$ cat src/rtl/eac_cla_adder_pipe_pkg.sv
// Shared defaults and configuration checks for the pipelined EAC carry-select adder.
// Defaults match the BF16 FMA mantissa datapath.
package eac_cla_adder_pipe_pkg;

    localparam int unsigned ADDER_WIDTH_DEF   = 24;
    localparam int unsigned CLA_GRP_WIDTH_DEF = 12;
    localparam int unsigned N_CLA_GROUPS_DEF  = ADDER_WIDTH_DEF / CLA_GRP_WIDTH_DEF;
    localparam int unsigned TAG_WIDTH_DEF     = 8;

    // Per-beat mode bits that travel with the group sums through stage 1.
    typedef struct packed {
        logic eac;
        logic cin;
        logic pos_zero_en;
    } eac_ctrl_t;

    function automatic bit cla_cfg_legal(input int unsigned w, input int unsigned g);
        return (g != 0) && ((w % g) == 0) && ((w / g) >= 2);
    endfunction

endpackage

$ cat src/rtl/eac_cla_adder_pipe_if.sv
// Valid/ready beat interface for the EAC adder: operand/mode/tag in, sum/flags/tag out.
interface eac_cla_adder_pipe_if
    import eac_cla_adder_pipe_pkg::*;
#(
    parameter int unsigned ADDER_WIDTH = ADDER_WIDTH_DEF,
    parameter int unsigned TAG_WIDTH   = TAG_WIDTH_DEF
);
    logic                   in_valid;
    logic                   in_ready;
    logic [ADDER_WIDTH-1:0] in1;
    logic [ADDER_WIDTH-1:0] in2;
    logic                   cin;
    logic                   sticky;
    logic                   eff_op;
    logic                   pos_zero_en;
    logic [TAG_WIDTH-1:0]   tag_in;

    logic                   out_valid;
    logic                   out_ready;
    logic [ADDER_WIDTH-1:0] sum;
    logic                   cout;
    logic                   zero;
    logic [TAG_WIDTH-1:0]   tag_out;

    modport master (
        output in_valid, in1, in2, cin, sticky, eff_op, pos_zero_en, tag_in, out_ready,
        input  in_ready, out_valid, sum, cout, zero, tag_out
    );

    modport slave (
        input  in_valid, in1, in2, cin, sticky, eff_op, pos_zero_en, tag_in, out_ready,
        output in_ready, out_valid, sum, cout, zero, tag_out
    );

endinterface

$ cat src/rtl/eac_cla_group_pg.sv
// One carry-select group: both candidate sums plus group generate/propagate.
module eac_cla_group_pg
    import eac_cla_adder_pipe_pkg::*;
#(
    parameter int unsigned GRP_WIDTH = CLA_GRP_WIDTH_DEF
) (
    input  logic [GRP_WIDTH-1:0] a,
    input  logic [GRP_WIDTH-1:0] b,
    output logic [GRP_WIDTH-1:0] sum_basic,
    output logic [GRP_WIDTH-1:0] sum_plus_one,
    output logic                 gg,
    output logic                 gp
);
    logic [GRP_WIDTH:0] raw;

    assign raw          = {1'b0, a} + {1'b0, b};
    assign sum_basic    = raw[GRP_WIDTH-1:0];
    assign sum_plus_one = sum_basic + GRP_WIDTH'(1);
    assign gg           = raw[GRP_WIDTH];
    // All bits propagate: a carry-in ripples straight through the group.
    assign gp           = &(a ^ b);

endmodule

$ cat src/rtl/eac_cla_adder_pipe.sv
// Pipelined end-around-carry carry-select adder with valid/ready flow control.
// Groups precompute sum/sum+1; a rotated look-ahead picks the per-group carry-in.
module eac_cla_adder_pipe
    import eac_cla_adder_pipe_pkg::*;
#(
    parameter int unsigned ADDER_WIDTH   = ADDER_WIDTH_DEF,
    parameter int unsigned CLA_GRP_WIDTH = CLA_GRP_WIDTH_DEF,
    parameter int unsigned PIPE_STAGES   = 2,
    parameter int unsigned TAG_WIDTH     = TAG_WIDTH_DEF
) (
    input logic                 clk,
    input logic                 rst_n,
    eac_cla_adder_pipe_if.slave bus
);
    localparam int unsigned W = ADDER_WIDTH;
    localparam int unsigned G = CLA_GRP_WIDTH;
    localparam int unsigned N = W / G;

    if (!cla_cfg_legal(W, G)) begin : g_bad_cfg
        $error("eac_cla_adder_pipe: ADDER_WIDTH must be a multiple of CLA_GRP_WIDTH, >= 2 groups");
    end
    if ((PIPE_STAGES != 1) && (PIPE_STAGES != 2)) begin : g_bad_stages
        $error("eac_cla_adder_pipe: PIPE_STAGES must be 1 or 2");
    end

    // ---------------------------------------------------------------- group front end
    logic [W-1:0] f_basic;
    logic [W-1:0] f_plus;
    logic [N-1:0] f_gg;
    logic [N-1:0] f_gp;
    eac_ctrl_t    f_ctrl;

    for (genvar k = 0; k < N; k++) begin : g_grp
        eac_cla_group_pg #(
            .GRP_WIDTH(G)
        ) u_grp (
            .a           (bus.in1[k*G +: G]),
            .b           (bus.in2[k*G +: G]),
            .sum_basic   (f_basic[k*G +: G]),
            .sum_plus_one(f_plus[k*G +: G]),
            .gg          (f_gg[k]),
            .gp          (f_gp[k])
        );
    end

    assign f_ctrl.eac         = bus.eff_op & ~bus.sticky;
    assign f_ctrl.cin         = bus.cin;
    assign f_ctrl.pos_zero_en = bus.pos_zero_en;

    // ---------------------------------------------------------------- stage 1 / bypass
    logic [W-1:0]         r_basic;
    logic [W-1:0]         r_plus;
    logic [N-1:0]         r_gg;
    logic [N-1:0]         r_gp;
    eac_ctrl_t            r_ctrl;
    logic [TAG_WIDTH-1:0] r_tag;
    logic                 r_valid;
    logic                 s1_ready;
    logic                 out_ld;

    if (PIPE_STAGES == 2) begin : g_two
        logic                 v1_q;
        logic [W-1:0]         basic_q;
        logic [W-1:0]         plus_q;
        logic [N-1:0]         gg_q;
        logic [N-1:0]         gp_q;
        eac_ctrl_t            ctrl_q;
        logic [TAG_WIDTH-1:0] tag_q;

        // Stage 1 advances whenever the output stage can take its contents.
        assign s1_ready = ~v1_q | out_ld;

        always_ff @(posedge clk or negedge rst_n) begin
            if (!rst_n) begin
                v1_q    <= 1'b0;
                basic_q <= '0;
                plus_q  <= '0;
                gg_q    <= '0;
                gp_q    <= '0;
                ctrl_q  <= '0;
                tag_q   <= '0;
            end else begin
                if (s1_ready) begin
                    v1_q <= bus.in_valid;
                end
                if (s1_ready && bus.in_valid) begin
                    basic_q <= f_basic;
                    plus_q  <= f_plus;
                    gg_q    <= f_gg;
                    gp_q    <= f_gp;
                    ctrl_q  <= f_ctrl;
                    tag_q   <= bus.tag_in;
                end
            end
        end

        assign r_basic = basic_q;
        assign r_plus  = plus_q;
        assign r_gg    = gg_q;
        assign r_gp    = gp_q;
        assign r_ctrl  = ctrl_q;
        assign r_tag   = tag_q;
        assign r_valid = v1_q;
    end else begin : g_one
        assign s1_ready = out_ld;
        assign r_basic  = f_basic;
        assign r_plus   = f_plus;
        assign r_gg     = f_gg;
        assign r_gp     = f_gp;
        assign r_ctrl   = f_ctrl;
        assign r_tag    = bus.tag_in;
        assign r_valid  = bus.in_valid;
    end

    // ---------------------------------------------------------------- carry resolution
    logic [N:0]   c_lo;
    logic [N:0]   c;
    logic         g_all;
    logic         p_all;
    logic [W-1:0] res_sum;
    logic         res_cout;
    logic         res_zero;

    always_comb begin
        c_lo     = '0;
        c        = '0;
        res_sum  = '0;
        res_cout = 1'b0;
        res_zero = 1'b0;

        for (int k = 0; k < int'(N); k++) begin
            c_lo[k+1] = r_gg[k] | (r_gp[k] & c_lo[k]);
        end
        g_all = c_lo[N];
        p_all = &r_gp;

        // Wrapping the whole-word generate into group 0 equals the rotated look-ahead:
        // when every group propagates no group generates, so the ring never self-feeds.
        c[0] = r_ctrl.eac ? g_all : r_ctrl.cin;
        for (int k = 0; k < int'(N); k++) begin
            c[k+1]           = r_gg[k] | (r_gp[k] & c[k]);
            res_sum[k*G +: G] = c[k] ? r_plus[k*G +: G] : r_basic[k*G +: G];
        end
        res_cout = c[N];

        // All-propagate in EAC mode is the -0 pattern.
        if (r_ctrl.eac && p_all && r_ctrl.pos_zero_en) begin
            res_sum  = '0;
            res_cout = 1'b1;
        end
        res_zero = (res_sum == '0);
    end

    // ---------------------------------------------------------------- output stage
    logic                 vo_q;
    logic [W-1:0]         sum_q;
    logic                 cout_q;
    logic                 zero_q;
    logic [TAG_WIDTH-1:0] tag_out_q;

    assign out_ld = ~vo_q | bus.out_ready;

    always_ff @(posedge clk or negedge rst_n) begin
        if (!rst_n) begin
            vo_q      <= 1'b0;
            sum_q     <= '0;
            cout_q    <= 1'b0;
            zero_q    <= 1'b0;
            tag_out_q <= '0;
        end else begin
            if (out_ld) begin
                vo_q <= r_valid;
            end
            if (out_ld && r_valid) begin
                sum_q     <= res_sum;
                cout_q    <= res_cout;
                zero_q    <= res_zero;
                tag_out_q <= r_tag;
            end
        end
    end

    assign bus.in_ready  = s1_ready;
    assign bus.out_valid = vo_q;
    assign bus.sum       = sum_q;
    assign bus.cout      = cout_q;
    assign bus.zero      = zero_q;
    assign bus.tag_out   = tag_out_q;

endmodule

$ cat src/flat_wrapper.sv
// flat-port wrapper written by rule: the top's interface ports become plain ports
module eac_cla_adder_pipe_flat import eac_cla_adder_pipe_pkg::*;
#(
    parameter int unsigned ADDER_WIDTH   = ADDER_WIDTH_DEF,
    parameter int unsigned CLA_GRP_WIDTH = CLA_GRP_WIDTH_DEF,
    parameter int unsigned PIPE_STAGES   = 2,
    parameter int unsigned TAG_WIDTH     = TAG_WIDTH_DEF
)
  (clk, rst_n, bus_in_valid, bus_in1, bus_in2, bus_cin, bus_sticky, bus_eff_op, bus_pos_zero_en, bus_tag_in, bus_out_ready, bus_in_ready, bus_out_valid, bus_sum, bus_cout, bus_zero, bus_tag_out);
  eac_cla_adder_pipe_if #(.ADDER_WIDTH(ADDER_WIDTH), .TAG_WIDTH(TAG_WIDTH)) bus_i ();
  input logic clk;
  input logic rst_n;
  input wire logic [$bits(bus_i.in_valid)-1:0] bus_in_valid;
  input wire logic [$bits(bus_i.in1)-1:0] bus_in1;
  input wire logic [$bits(bus_i.in2)-1:0] bus_in2;
  input wire logic [$bits(bus_i.cin)-1:0] bus_cin;
  input wire logic [$bits(bus_i.sticky)-1:0] bus_sticky;
  input wire logic [$bits(bus_i.eff_op)-1:0] bus_eff_op;
  input wire logic [$bits(bus_i.pos_zero_en)-1:0] bus_pos_zero_en;
  input wire logic [$bits(bus_i.tag_in)-1:0] bus_tag_in;
  input wire logic [$bits(bus_i.out_ready)-1:0] bus_out_ready;
  output wire logic [$bits(bus_i.in_ready)-1:0] bus_in_ready;
  output wire logic [$bits(bus_i.out_valid)-1:0] bus_out_valid;
  output wire logic [$bits(bus_i.sum)-1:0] bus_sum;
  output wire logic [$bits(bus_i.cout)-1:0] bus_cout;
  output wire logic [$bits(bus_i.zero)-1:0] bus_zero;
  output wire logic [$bits(bus_i.tag_out)-1:0] bus_tag_out;
  assign bus_i.in_valid = bus_in_valid;
  assign bus_i.in1 = bus_in1;
  assign bus_i.in2 = bus_in2;
  assign bus_i.cin = bus_cin;
  assign bus_i.sticky = bus_sticky;
  assign bus_i.eff_op = bus_eff_op;
  assign bus_i.pos_zero_en = bus_pos_zero_en;
  assign bus_i.tag_in = bus_tag_in;
  assign bus_i.out_ready = bus_out_ready;
  assign bus_in_ready = bus_i.in_ready;
  assign bus_out_valid = bus_i.out_valid;
  assign bus_sum = bus_i.sum;
  assign bus_cout = bus_i.cout;
  assign bus_zero = bus_i.zero;
  assign bus_tag_out = bus_i.tag_out;
  eac_cla_adder_pipe #(.ADDER_WIDTH(ADDER_WIDTH), .CLA_GRP_WIDTH(CLA_GRP_WIDTH), .PIPE_STAGES(PIPE_STAGES), .TAG_WIDTH(TAG_WIDTH)) u_core (.clk(clk), .rst_n(rst_n), .bus(bus_i));
endmodule
$ cat config.mk
export PLATFORM = sky130hd
export DESIGN_NAME = eac_cla_adder_pipe_flat
export DESIGN_NICKNAME = d
export VERILOG_FILES = /design/src/rtl/eac_cla_adder_pipe_pkg.sv /design/src/rtl/eac_cla_adder_pipe_if.sv /design/src/rtl/eac_cla_group_pg.sv /design/src/rtl/eac_cla_adder_pipe.sv /design/src/flat_wrapper.sv
export SDC_FILE = /design/constraint.sdc
export NUM_CORES = 1
export LEC_CHECK = 0
export CAP_MARGIN = 30
export CORE_MARGIN = 2
export CORE_UTILIZATION = 48
export CTS_CLUSTER_DIAMETER = 80
export CTS_CLUSTER_SIZE = 20
export DETAILED_ROUTE_END_ITERATION = 6
export PLACE_DENSITY_LB_ADDON = 0.25
export SYNTH_ARGS = -nofsm -noshare
export SYNTH_HDL_FRONTEND = slang
export SYNTH_HIERARCHICAL = 1
export SYNTH_SLANG_ARGS = --single-unit
$ cat constraint.sdc
create_clock -name clk -period 1.8 [get_ports clk]
set_clock_uncertainty 0.15 [all_clocks]
set_input_delay 0.36 -clock clk [delete_from_list [all_inputs] [get_ports clk]]
set_output_delay 0.36 -clock clk [all_outputs]
set_load 0.02 [all_outputs]
# == Yosys cells after proc, flatten, opt, wreduce, memory -nomap -nowiden ==
# Index checks and enable logic that the tools add are counted.
# totals
ff_bits,99
inputBits,64
out_inout_bits,36
elab_cells,45
# op_classes
addsub,4
mux,5
bitwise,14
n_reduce_logical,8
# ops
cell,n
$add 12x12->13,2
$add 12x1->12 const B,2
$logic_not 24->1,1
$mux 12,2
$mux 24,1
$reduce_and 12->1,2
$xor 12x12->12,2
$or 1x1->1,5
$and 1x1->1,4
$logic_and 1x1->1,4
$not 1->1,3
$mux 1,2
$reduce_and 2->1,1

# == Logic depth before layout (Yosys ltp) ==
# depth
depth_word,8
ltp_mapped,10
depth_no_buf,10

# == Modules after synthesis ==
# The synthesis kept the hierarchy.
# by_module_without_submodules
module,n_inst,cells_each,area_per_inst_um2,seq_area_each_um2
eac_cla_adder_pipe,1,310,4055.1,2477.4
eac_cla_group_pg,2,88,710.7,0.0

# == Least setup slack after synthesis ==
# Ideal clock, no wire load.
# synth_timing
path_type,input -> register
startpoint,in bus_in1[0]
endpoint,reg u_core.g_two.plus_q[11]
setup_ns,0.125
arrival_ns,2.529
required_time_ns,1.525
path_slack_ns,-1.003
stages,10
path_buffers,0
cell_sequence,ha_1 -> fa_1 -> a211oi_2 -> nor2_1 -> xor2_1 -> nand3_4 -> nor4_4 -> nand3_2 -> xnor2_1 -> mux2_2
# synth_between
elab_chain_len,2
# synth_rtl
item,line_no,text
from (decl),flat_wrapper.sv:14,input wire logic [$bits(bus_i.in1)-1:0] bus_in1;
$add 12x12->13,eac_cla_group_pg.sv:16,"assign raw = {1'b0, a} + {1'b0, b};"
named net u_core.f_basic[4],eac_cla_adder_pipe.sv:27,logic [W-1:0] f_basic;
$add 12x1->12,eac_cla_group_pg.sv:18,assign sum_plus_one = sum_basic + GRP_WIDTH'(1);
named net u_core.f_plus[11],eac_cla_adder_pipe.sv:28,logic [W-1:0] f_plus;
to (signal assigned),eac_cla_adder_pipe.sv:88,plus_q <= f_plus;
to (decl),eac_cla_adder_pipe.sv:64,logic [W-1:0] plus_q;
# The timed path passes the listed nets, and every way through them passes these cells.
# A chain may end at the register's enable or synchronous reset.

# == Worst setup path in the final report ==
# layout_timing
startpoint,in bus_in2[0]
endpoint,reg u_core.g_two.plus_q[11]
# layout_between
elab_chain_len,2
# layout_rtl
item,line_no,text
from (decl),flat_wrapper.sv:15,input wire logic [$bits(bus_i.in2)-1:0] bus_in2;
$add 12x12->13,eac_cla_group_pg.sv:16,
$add 12x1->12,eac_cla_group_pg.sv:18,
named net u_core.f_plus[11],eac_cla_adder_pipe.sv:28,
# The timed path passes the listed nets, and every way through them passes these cells.

==> impl_metrics.csv <==
group,metric,value,unit
final_layout,antenna_cells,0,
final_layout,multi_input_area,0.00390,sq mm
timing,finalCritPeriodShare,144,%
detailed_routing,vias,4836,
timing,finalSetupTns,-17.44,ns
run_status,outcome,"finished, violations left",
timing,fmax,0.385,GHz
synthesis,yosys_warnings,6,
synthesis,synth_xor_area_share,6.08,%
global_routing,grt_pass1_vias,4929,
global_routing,grt_max_degree,32,
synthesis,synthMuxAreaShare,17.8,%
synthesis,async_flop_share,100,%
final_layout,regArea,0.00248,sq mm
detailed_routing,wirelength,17600,microns
timing,period_needed,2.60,ns
detailed_routing,viasPerCell,5.70,
synthesis,yosysUniqueCellTypes,43,
die,core.rowCount,39,
critical_path,end_kind,"flip-flop",
critical_path,r2r_slack,0.01,ns
run,maxCapViolations,0,
synthesis,yosysTopAreaCell,"dfrtp_1",
synthesis,synth_fa_ha_area_share,6.67,%
pwr,p_per_area,1040,mW/mm^2
critical_path,startpoint_type,"input pin",
detailed_routing,drtPass1Iterations,5,
die,die_h,111,microns
final_layout,nNetsFinal,794,
critical_path,path_max_fanout,3,
synthesis,synth.top_cells.by_count,"dfrtp_1, nand2_1, mux2_2",
placement,portBuffers,99,
hold_path,hold_path.class,"reg -> reg",
placement,hpwlAfterDp,9960,microns
cts,cts_buffer_depth,2,
timing,rsz0062_at_grt,"yes",
timing,slew_violations,0,
detailed_routing,drt_iter0_markers,306,
run_status,violations,"setup timing",
final_layout,area_delta_synth_final,64.2,%
critical_path,arrival,2.68,ns
detailed_routing,drc_errors,0,
pwr,p_leak,0.00409,uW
synthesis,synth_area_per_cell,11.3,sq um
global_routing,grt-ovfl-total,0,
timing,relSlewSlack,64.3,%
synthesis,synth-edff-count,0,
synthesis,synth_nets,578,
timing,hold_viol,0,
cts,cts_num_sinks,99,
final_layout,drive_gt1_share,47.9,%
cts,clk_latency,0.34,ns
cts,cts_tree,"done",
synthesis,synthTopCellsByArea,"dfrtp_1, mux2_2, ha_1",
critical_path,worstPathRequired,1.88,ns
detailed_routing,detail-route-antenna-nets,0,
cts,htree_num_levels,3,
final_layout,fill_cells,624,
synthesis,synth.most_common_cell,"dfrtp_1",
global_routing,grt_use_total,25.1,%
timing,fin_ws,-0.799,ns
synthesis,netlist_area,0.00548,sq mm
detailed_routing,wl_per_cell,20.7,microns
synthesis,synth_top_area_share,45.2,%
critical_path,criticalPathCategory,"in -> reg",
die,core-area,0.0113,sq mm
synthesis,yosys.area_share.simple,12.8,%
cts,cts_buffers,9,
synthesis,synth_compound_area_share,9.48,%
timing,setup_violations,38,
pwr,ir_drop,0.703,mV
cts,root_buffer,"clkbuf_16",
global_routing,grt_pass1_wl,24800,microns
placement,routabilityCongestion,0.871,
global_routing,antenna_found_initial,0,
synthesis,netlist_instances,486,
synthesis,synth-seq-cells,99,
synthesis,synth_top_family_by_area,"multiplexers",
synthesis,synth-main-ff-cell,"dfrtp_1",
timing,worst_slew_pin_slew,0.531,ns
die,die_area,0.0123,sq mm
die,io_pins,100,
pwr,total_power,9370,uW
die,fp.dieW,111,microns
synthesis,seq_area_frac_synth,45.2,%
die,start_util,48.6,%
cts,clk_pin_slew,0.07,ns
-- cell families (layout without fill, tap and decap cells) --
group / Yosys count / after routing
XOR/XNOR: 38 / 38
multiplexers: 89 / 89
AO/OA/AOI/OAI: 73 / 73
AND/OR/NAND/NOR: 137 / 137
flip-flops: 99 / 99
adder cells (fa/ha/maj): 28 / 28
buffers and inverters: 22 / 242
-- critical path: stages --
cell and delay [ns]:
buf_6 0.10, ha_4 0.16, fa_2 0.39, a211oi_4 0.33, o31ai_4 0.15, a31o_1 0.27
xnor2_2 0.17, nor4_4 0.21, nand3_2 0.13, xnor2_1 0.15, mux2_4 0.28
-- per-stage QoR --
stage                     worst slack [ns]  instances  hold WS [ns]  area (sq um)  util [%]
after floorplan                     -0.899        486       -0.0856          5730         -
after global placement               -1.39        799         0.152          7550      67.0
after detailed placement             -1.50        799         0.151          7550      67.0
after CTS                           -0.661        838         0.319          8560      76.0
after global routing                -0.861        849         0.349          8990      79.8
final                               -0.799        849         0.316          8990      79.8
-- cell type report --
type,instances,area share (%)
tap,143,1.99
inverter,8,0.334
clock buffer,11,2.70
sequential,99,27.5
clock inverter,4,0.835
multi-input combinational,365,43.4
timing repair buffer,219,23.2
-- worst paths after layout --
kind	start	end	cells past startpoint
min in group asynchronous	rst_n	u_core/bus.sum[0]	2
worst min register to register	u_core/g_two.tag_q[1]	u_core/bus.tag_out[1]	2
max in group asynchronous	rst_n	u_core/g_two.ctrl_q[2]	3
worst min-delay path	u_core/g_two.tag_q[1]	u_core/bus.tag_out[1]	2
worst max-delay path	bus_in2[0]	u_core/g_two.plus_q[11]	11
worst max register to register	u_core/g_two.basic_q[4]	u_core/bus.zero	4
-- report_power, final --
| part | internal [uW] | leakage (uW) | total, uW | switching [uW] |
|---|---|---|---|---|
| clock | 1250 | 0.000148 | 2050 | 798 |
| sequential | 2860 | 0.00118 | 3410 | 545 |
| combinational | 2010 | 0.00276 | 3910 | 1900 |
-- layout by cell type, fill, tap and decap left out, drive strengths merged, types with 3 or more instances in the layout --
cell	instances
a211oi	6
clkbuf	13
dlymetal6s2s	11
mux2i	24
nor2	18
ha	26
clkdlybuf4s50	18
nand2b	8
nand2	67
inv	8
o31ai	4
clkdlybuf4s15	5
a21o	4
a21oi	10
dlygate4sd2	49
buf	133
nor4	16
nor3	4
dfrtp	99
nand3	8
xnor2	18
nor2b	3
o21ai	40
xor2	20
mux2	65
nand4	9
-- per-layer routing --
metal	GRT usage [%]	vias up	part of all wire, %
met5	0	-	0
met4	10.8	0	3.5
met3	3.17	60	5.3
met2	43.9	211	52
met1	31.2	2402	40
li1	-	2163	-
-- timing repair --
action	CTS	global route
cloned	0	1
hold buffers	1	0
hold endpoints to repair	24	0
pin swaps	79	48
setup endpoints to repair	81	56
setup buffers	35	24
resized for setup	245	73
-- state kept, by name, indices dropped and copies added (netlist names) --
register / cells
u_core/bus.cout: 1
u_core/g_two.gg_q: 2
u_core/g_two.gp_q: 2
u_core/bus.zero: 1
u_core/g_two.ctrl_q: 3
u_core/bus.out_valid: 1
u_core/bus.sum: 24
u_core/bus.tag_out: 8
u_core/g_two.v1_q: 1
u_core/g_two.tag_q: 8
u_core/g_two.basic_q: 24
u_core/g_two.plus_q: 24
Power figures use the tool's default switching activity.
==> variant (same flow settings) <==
The package constant `TAG_WIDTH_DEF` goes from 8 to 6.
--- a/src/rtl/eac_cla_adder_pipe_pkg.sv
+++ b/src/rtl/eac_cla_adder_pipe_pkg.sv
@@ -5,7 +5,7 @@
     localparam int unsigned ADDER_WIDTH_DEF   = 24;
     localparam int unsigned CLA_GRP_WIDTH_DEF = 12;
     localparam int unsigned N_CLA_GROUPS_DEF  = ADDER_WIDTH_DEF / CLA_GRP_WIDTH_DEF;
-    localparam int unsigned TAG_WIDTH_DEF     = 8;
+    localparam int unsigned TAG_WIDTH_DEF     = 6;
 
     // Per-beat mode bits that travel with the group sums through stage 1.
     typedef struct packed {
Interface: changed (resized bus_tag_in and bus_tag_out); port bits go from 100 to 96. The function was not compared with the original's and may differ.
==> variant against the original RTL <==
The flow still finishes with violations (setup timing). Core utilization decreased by 3.7 points. Critical path depth did not move. Final area is 8.2% lower. Synthesized area decreased by 2.6%. Sequential cell count fell by 4. Sequential share of layout area up 1.3 points. Worst setup slack better by 7.2 ps. Via count shrank 6.2%. Total power shrank 13%. Wire length down 12%. Largest power group unchanged.
==> variant: results (changes against the original RTL) <==
** Run status
- The flow ran to the end, but the final reports show violations.
- The final reports fail on setup timing.

** Synth
- The mux contribution to synthesized area is 17.9% (+0.059 points).
- In the post-synthesis netlist, the biggest area contributors are sky130_fd_sc_hd__dfrtp_1 (45%), sky130_fd_sc_hd__mux2_2 (13%), sky130_fd_sc_hd__ha_1 (6.1%).
- The sequential share of the synthesized area is 44.6% (-0.66 points).
- Syn nets :: 564 (-2.4%)
- The post-synthesis compound-gate area fraction was 9.74% (+0.26 points).
- The synthesized-area fraction occupied by xor and xnor cells was 6.24% (+0.16 points).
- The commonest cells after synthesis are sky130_fd_sc_hd__dfrtp_1 (95), sky130_fd_sc_hd__mux2_2 (62), sky130_fd_sc_hd__nand2_1 (59).
- The adder-cell share of the synthesized area is 6.85% (+0.18 points).

** GRT
- The met3 demand-to-capacity share in global routing came to 2.85% (-0.33 points).
- The global-route wire length before repair came to 22300 um (-9.9%).
- The met2 usage in global routing is 40.9% (-3.1 points).
- The overall global routing resource usage came to 23.8% (-1.2 points).
- The maximum number of pins on one net before global-route repair came to 35 (+9.4%).

** Layout
- The share of layout cells above drive strength 1 is 48.1% (+0.27 points).
- The final standard cell count with taps included and fillers excluded was 813 (-4.2%).

** STA
- Tightest hold margin :: 294 ps (-22.0 ps)
- Setup violators final :: 36 (-5.3%)
- Setup WS post-layout :: -791 ps (+7.17 ps)
- The transition at the pin with the smallest max-transition slack came to 434 ps (-96.6 ps).

** Drt
- The initial detailed-routing violation count came to 199 (-35%).
- The met3 routed wirelength came to 658 um (-30%).
- Overall routed net length :: 15400 um (-12%)
- The met1 wire length came to 6650 um (-4.8%).

** Clocking
- The register clock-pin slew on the reported worst setup and hold paths is 90 ps (+20 ps).
- The cell sitting at the root of the clock tree is a sky130_fd_sc_hd__clkbuf_8.
- Post-CTS setup buffers :: 20 (-43%)
- PostCTS Resize Cnt :: 220 (-10%)

** Power
- The leakage power was 3.72 nW (-9.0%).

** Critical path
- In this run the critical register-to-register path is launched from u_core/g_two.gg_q[1].
- End of the critical path :: u_core/g_two.plus_q[23]

** Placed design
- The total placed cells including tap cells is 774 (-3.1%).

** Worst hold path
- The min-delay analysis places its worst path in the category input pin to asynchronous set/reset pin.
## variant: changes by cell type after synthesis, sizes merged
cell | before | now
dfrtp | 99 | 95
nand2 | 67 | 61
mux2 | 65 | 63
## variant: area by class of cell
type                            count  area, sq um  area share, %
Clock buffer                       14          183           2.21
Inverter                            8         35.0          0.424
Multi-Input combinational cell    357         3690           44.7
Sequential cell                    95         2380           28.8
Tap cell                          140          175           2.12
Timing Repair Buffer              199         1790           21.7
## variant: stage by stage
step / cell area (sq um) / worst slack (ps) / utilization (%) / total power [mW] / TNS, ps
2_1_floorplan: 5590 / -899 / - / 4.94 / -15490
3_3_place_gp: 7310 / -1390 / 67.5 / 6.28 / -51020
3_5_place_dp: 7310 / -1500 / 67.5 / 6.41 / -54340
4_1_cts: 7970 / -662 / 73.5 / 7.85 / -12660
5_1_grt: 8250 / -830 / 76.1 / 8.57 / -17850
6_report: 8250 / -791 / 76.1 / 8.15 / -16520
